## src/rtl/ip_msx_bus_bridge.sv

```systemverilog
// MSX cartridge slot to VDP port-bus bridge: synchronises slot strobes and issues one req/ack per CPU access.
// Optional macro MSX_BRIDGE_WAIT_EN builds the Z80 wait-stretch output; otherwise o_wait is tied low.
module ip_msx_bus_bridge #(
  parameter int TIMEOUT_CYCLES = 255
) (
  input  logic       i_clk,
  input  logic       i_n_reset,
  input  logic       i_n_ce,
  input  logic       i_n_rd,
  input  logic       i_n_wr,
  input  logic [1:0] i_a,
  input  logic [7:0] i_d_in,
  output logic [7:0] o_d_out,
  output logic       o_is_output,
  output logic       o_wait,
  output logic       o_req,
  input  logic       i_ack,
  output logic       o_wr,
  output logic [1:0] o_address,
  output logic [7:0] o_wdata,
  input  logic [7:0] i_rdata,
  output logic       o_timeout
);

  localparam logic [1:0] ST_IDLE = 2'd0;
  localparam logic [1:0] ST_REQ  = 2'd1;
  localparam logic [1:0] ST_HOLD = 2'd2;
  localparam logic [7:0] TO_LAST = 8'(TIMEOUT_CYCLES - 1);

  // Strobe vectors are {n_ce, n_rd, n_wr}
  logic [2:0] r_sync_s1, r_sync_s2, r_sync_s3;
  logic [1:0] r_state;
  logic [7:0] r_cnt;
  logic       r_req, r_wr, r_is_output, r_timeout;
  logic [1:0] r_address;
  logic [7:0] r_wdata, r_d_out;

  logic w_rd_act, w_wr_act, w_act_s2, w_act_s3, w_start;

  assign w_rd_act = !r_sync_s2[2] & !r_sync_s2[1];
  assign w_wr_act = !r_sync_s2[2] & !r_sync_s2[0];
  assign w_act_s2 = w_rd_act | w_wr_act;
  assign w_act_s3 = !r_sync_s3[2] & (!r_sync_s3[1] | !r_sync_s3[0]);
  assign w_start  = w_act_s2 & !w_act_s3;

  always_ff @(posedge i_clk) begin
    if (!i_n_reset) begin
      r_sync_s1   <= 3'b111;
      r_sync_s2   <= 3'b111;
      r_sync_s3   <= 3'b111;
      r_state     <= ST_IDLE;
      r_cnt       <= 8'd0;
      r_req       <= 1'b0;
      r_wr        <= 1'b0;
      r_address   <= 2'd0;
      r_wdata     <= 8'd0;
      r_d_out     <= 8'hFF;
      r_is_output <= 1'b0;
      r_timeout   <= 1'b0;
    end else begin
      r_sync_s1 <= {i_n_ce, i_n_rd, i_n_wr};
      r_sync_s2 <= r_sync_s1;
      r_sync_s3 <= r_sync_s2;
      r_timeout <= 1'b0;
      case (r_state)
        ST_IDLE: begin
          if (w_start) begin
            // Simultaneous read and write strobes resolve to a write
            r_address   <= i_a;
            r_wdata     <= i_d_in;
            r_wr        <= w_wr_act;
            r_is_output <= !w_wr_act;
            r_req       <= 1'b1;
            r_cnt       <= 8'd0;
            r_state     <= ST_REQ;
          end
        end
        ST_REQ: begin
          if (i_ack) begin
            r_req   <= 1'b0;
            if (!r_wr) r_d_out <= i_rdata;
            r_state <= ST_HOLD;
          end else if (r_cnt == TO_LAST) begin
            r_req     <= 1'b0;
            r_d_out   <= 8'hFF;
            r_timeout <= 1'b1;
            r_state   <= ST_HOLD;
          end else begin
            r_cnt <= r_cnt + 8'd1;
          end
        end
        ST_HOLD: begin
          // Stay here until the CPU releases the strobe so one access yields one request
          if (!w_act_s2) begin
            r_is_output <= 1'b0;
            r_state     <= ST_IDLE;
          end
        end
        default: r_state <= ST_IDLE;
      endcase
    end
  end

`ifdef MSX_BRIDGE_WAIT_EN
  assign o_wait = (r_state == ST_REQ);
`else
  assign o_wait = 1'b0;
`endif

  assign o_req       = r_req;
  assign o_wr        = r_wr;
  assign o_address   = r_address;
  assign o_wdata     = r_wdata;
  assign o_d_out     = r_d_out;
  assign o_is_output = r_is_output;
  assign o_timeout   = r_timeout;

endmodule

```

## config.mk

```make
export PLATFORM = sky130hd
export DESIGN_NAME = ip_msx_bus_bridge
export DESIGN_NICKNAME = d
export VERILOG_FILES = /design/src/rtl/ip_msx_bus_bridge.sv
export SDC_FILE = /design/constraint.sdc
export NUM_CORES = 1
export LEC_CHECK = 0
export CORE_AREA = 2 2 63 65
export CTS_BUF_LIST = sky130_fd_sc_hd__clkbuf_8 sky130_fd_sc_hd__clkbuf_16
export DETAILED_ROUTE_END_ITERATION = 10
export DIE_AREA = 0 0 65 67
export GPL_ROUTABILITY_DRIVEN = 1
export HOLD_SLACK_MARGIN = 0.08
export PLACE_DENSITY_LB_ADDON = 0.05
export REMOVE_ABC_BUFFERS = 1
export SYNTH_ARGS = -nofsm -noshare
export SYNTH_HDL_FRONTEND = slang
export SYNTH_SLANG_ARGS = --single-unit
```

## constraint.sdc

```tcl
create_clock -name i_clk -period 2 [get_ports i_clk]
set_clock_uncertainty 0.15 [all_clocks]
set_input_delay 0.5 -clock i_clk [delete_from_list [all_inputs] [get_ports i_clk]]
set_output_delay 0.5 -clock i_clk [all_outputs]
set_load 0.01 [all_outputs]
```

# Yosys cells after proc, flatten, opt, wreduce, memory -nomap -nowiden
# Cells that the tools add are included.
# Widths: inputs -> output; s select.
# totals
ff_bits	41
# classes
addsub	1
n_eq_ne	9
mux	20
bitwise	8
reduce_logical	19
# op_table
op	n
$mux 8	6
$pmux 8 s2	1
$reduce_and 3->1	4
$ne 2x2->1 const B	5
$add 8x1->8 const B	1
$eq 8x8->1 const B	1
$logic_not 1->1	8
$mux 2	4
$mux 1	6
$pmux 2 s3	1
$reduce_bool 2->1	3
$and 1x1->1	4
$pmux 1 s2	2
$reduce_and 4->1	1
$ne 3x3->1 const B	1
$reduce_or 3->1	1
$eq 2x1->1 const B	1
$eq 2x2->1 const B	1
$logic_not 2->1	1
$not 1->1	2
$or 1x1->1	2
$reduce_and 2->1	1

# Depth between registers and ports, before layout
# logic_depth
word_depth	7
mapped_depth	6
mapped_depth_nobuf	6

# Least setup slack after synthesis
# No wires, ideal clock.
# synth_path
path_type	flip-flop to flip-flop
startpoint	register r_cnt[0]
endpoint	register r_cnt[2]
setup_time_ns	0.117
arrival_time_ns	1.513
path_slack_ns	0.219
path_stages_with_launch	7
path_buffers	0
synth_period_minus_slack_ns	1.781
path_cell_list	dfxtp_1 inv_1 ha_1 and4_4 a211oi_4 o22ai_1 a32o_1
# synth_between
elab_chain_len	4
# synth_rtl
item	line	rtl
start: declaration	33	logic [7:0] r_cnt;
start signal: assignment	89	r_cnt <= r_cnt + 8'd1;
$add 8x1->8	89	
$mux 8	83	end else if (r_cnt == TO_LAST) begin
$mux 8	79	if (i_ack) begin
$pmux 8 s2	65	case (r_state)
# Parallel ways exist; a longest one is shown, timed or not. The select of a mux whose other input is x is not followed.
# A chain may end at the register's enable or synchronous reset.

# Final worst setup path
# layout_path
startpoint	register r_wr (netlist: o_wr)
endpoint	output o_wr
# layout_lines
item	line	rtl
start: declaration	34	logic r_req, r_wr, r_is_output, r_timeout;
start signal: assignment	71	r_wr <= w_wr_act;
end: declaration	18	output logic o_wr,
# No word-level cell between the ends.

==> impl_results.md <==
- Run status: finished, final reports clean
- Distinct cell type count after synthesis: 40
- TNS Setup: 0 ns
- Clk network pwr share: 34.3%
- Post-route insts no fill: 265
- Hpwl dp: 2440 um
- Share of layout cells above drive strength 1: 9.22%
- Syn avg cell area: 9.94 um^2
- Row count: 22
- Arrival time worst endpoint: 1.18 ns
- Filler cells: 318
- Final-report hold violation count: 0
- Initial antenna violation count: 0
- RR Endpoint: r_cnt[7]
- Post-CTS sizing: 0
- Core ar.: 0.00361 mm^2
- Wirelength per Cell: 12.4 um
- Final Max Slew Viols: 0
- Initial core utilization: 44.9%
- Worst hold path class: reg -> reg
- Crit. Startpoint: o_wr
- Hold path depth: 1
- Pleak: 0.793 nW
- Multi-input logic area: 731 um^2
- Maximum capacitance violations: 0
- Worst skew pair latency: 0.28 ns
- CTS max path bufs: 2
- Critical Path RT: 1.35 ns
- Sw Share: 21.3%
- Overall Power: 1.43 mW
- Via density: 5.07
- Critical Path Slowest Stage Cell: clkdlybuf4s50_1
- Final hold slack: 0.257 ns
- GRT overflow: 0
- # nets final: 242
- Placer Congestion: 0.828
- Minimum clock period: 1.83 ns
- Htree depth: 2
- Vias in the first global route: 1263
- Largest delay share family, worst path: buffers and inverters
- Ports: 47
- P per Cell Area: 647 mW/mm^2
- Slowest stage delay, CP: 0.54 ns
- Tcrit/Tclk final: 91.6%
- Largest net degree at the start of global routing: 17
- Port bufs: 45
- Worst Reg-to-Reg Cells: 6
- Finished Cell Area: 0.00221 mm^2
- TritonCTS clock tree: built
- Setup repair bufs after CTS: 0
- Initial DRC Count: 79
- Pre-antenna DRT Iters: 4
- CTS Buf Count: 5
- Register area share after synthesis: 50.7%
- Worst-path clk slew: 0.07 ns
- Commonest non-fill, non-tap cell in the layout: clkdlybuf4s50_1
- Crit path max fanout: 3
- Most frequent cells in the layout: clkdlybuf4s50_1 (45), dfxtp_1 (41), nor2_1 (21), mux2i_1 (10)
- Setup slack, reg-to-reg: 0.19 ns
- Antenna cell count: 0
- Critical path, cell by cell: clkdlybuf4s50_1
- Reg area: 821 um^2
- CTS Hold Buffers Added: 0
- Area post-placement: 0.00213 mm^2
- Yosys warning count: 0
- Die area: 0.00436 mm^2
- Sw power: 305 uW
- Logic pwr share: 7.4%
- Hold Startpoint: r_sync_s1[0]
- Worst vdd ir: 0.000454 V
- R2R Path Start: r_cnt[0]
- Cell count after synthesis: 163
- Final ANT Viol Nets: 0
- Startpoint class of the critical path: flip-flop
- # setup viols final: 0
- Sequential cell fraction of total power: 58.3%
- DIE HEIGHT: 67 um
- Mapped cell area: 0.00162 mm^2
- Hold Path Sink: r_sync_s2[0]
- Via count: 1343
- Fmax: 546 MHz
- Unrepaired setup endpoints after global routing: false
- Routed wire length: 3280 um
- CTS root buf: clkbuf_8
- Finished Core Util: 61.4%
- Setup Crit Path Kind: reg -> out
- CTS Sinks: 41
- Final worst slack: 0.169 ns
- Global-route wire length before repair: 5700 um
- GRT Total Usage: 17.0%
- Post-placement setup slack: -0.117 ns
- Area added between synthesis and finish: 36.6%
- Die width: 65 um
- Crit. End Element: output port
- Inst Count DP: 257
- Flip-flop and latch count after synthesis: 41
- Drc violations: 0
- CP Buf/Inv Count: 1
- Cell Int Power: 1.13 mW
## power groups by stage
stage / clock network, mW / logic [mW] / registers, mW
2_1_floorplan: 0 / 0.0307 / 0.855
3_3_place_gp: 0 / 0.105 / 0.854
3_5_place_dp: 0 / 0.107 / 0.855
4_1_cts: 0.505 / 0.107 / 0.836
5_1_grt: 0.554 / 0.115 / 0.837
6_report: 0.491 / 0.106 / 0.836
## cells by family after synthesis
kind of cell | count (synthesis) | synth area share, %
fa+ha+maj | 2 | 1.54
compound gates | 39 | 18.7
simple gates | 59 | 18.5
buf+inv | 11 | 4.25
mux | 10 | 6.18
other cells | 1 | 0.231
flops | 41 | 50.7
## layout make-up
type | instances | share of cell area, %
clock buffers | 5 | 3.11
clock inverters | 3 | 0.509
inverters | 5 | 0.848
multi-input cells | 111 | 33.0
flip-flops and latches | 41 | 37.1
well taps | 48 | 2.71
repair buffers | 52 | 22.7
## synthesized netlist by cell type
master / n / share of area [%]
clkbuf_1: 2 / 0.46
a32o_1: 2 / 1.2
dfxtp_1: 41 / 51
a21o_1: 1 / 0.46
o22ai_1: 2 / 0.77
a31o_2: 1 / 0.54
a31oi_1: 1 / 0.39
mux2i_1: 10 / 6.2
a211o_1: 1 / 0.54
o21ai_2: 1 / 0.54
buf_4: 1 / 0.46
a21boi_0: 1 / 0.46
a21oi_1: 7 / 2.2
nand2b_4: 1 / 0.85
nand2b_1: 9 / 3.5
o21a_1: 2 / 0.93
inv_1: 4 / 0.93
a211oi_2: 1 / 0.77
a211oi_4: 1 / 1.2
ha_1: 2 / 1.5
nor3b_1: 1 / 0.46
nand2_1: 9 / 2.1
buf_6: 1 / 0.69
nor2b_1: 2 / 0.77
o221a_2: 2 / 1.4
nand4_1: 1 / 0.39
o21ai_0: 6 / 1.9
buf_1: 1 / 0.23
and3_1: 4 / 1.5
o22a_1: 8 / 4.3
conb_1: 1 / 0.23
nor2_1: 21 / 4.9
or3_1: 1 / 0.39
and4_4: 1 / 0.69
clkinv_1: 1 / 0.23
a22oi_1: 1 / 0.46
buf_12: 1 / 1.2
nand3_1: 7 / 2.2
o211a_1: 1 / 0.62
nor4_1: 2 / 0.77
## sequential cells by signal, indices dropped and copies added (netlist names)
| signal | flops |
|---|---|
| o_req | 1 |
| o_timeout | 1 |
| r_cnt | 8 |
| r_sync_s3 | 3 |
| r_sync_s1 | 3 |
| r_state | 2 |
| o_d_out | 8 |
| o_is_output | 1 |
| o_address | 2 |
| o_wr | 1 |
| r_sync_s2 | 3 |
| o_wdata | 8 |
## how the worst max path moves through the flow
stage	endpoint	slack (ns)	depth (start not counted)
final	o_wr	0.17	1
after global routing	o_wdata[7]	0.04	5
after CTS	o_wr	0.15	1
after detailed placement	o_d_out[4]	-0.12	4
after global placement	o_d_out[0]	-0.03	4
after floorplan	r_cnt[6]	0.18	4
## layer usage
layer / GRT usage, % / share of wire, % / wire, um / up-vias
met2: 27.7 / 47 / 1540 / 44
met5: 0 / 0 / 0 / -
met1: 20.9 / 45 / 1490 / 613
met4: 4.79 / 0.67 / 22 / 0
met3: 6.25 / 7.0 / 231 / 3
li1: - / - / - / 683
(Power assumes the default switching activity.)
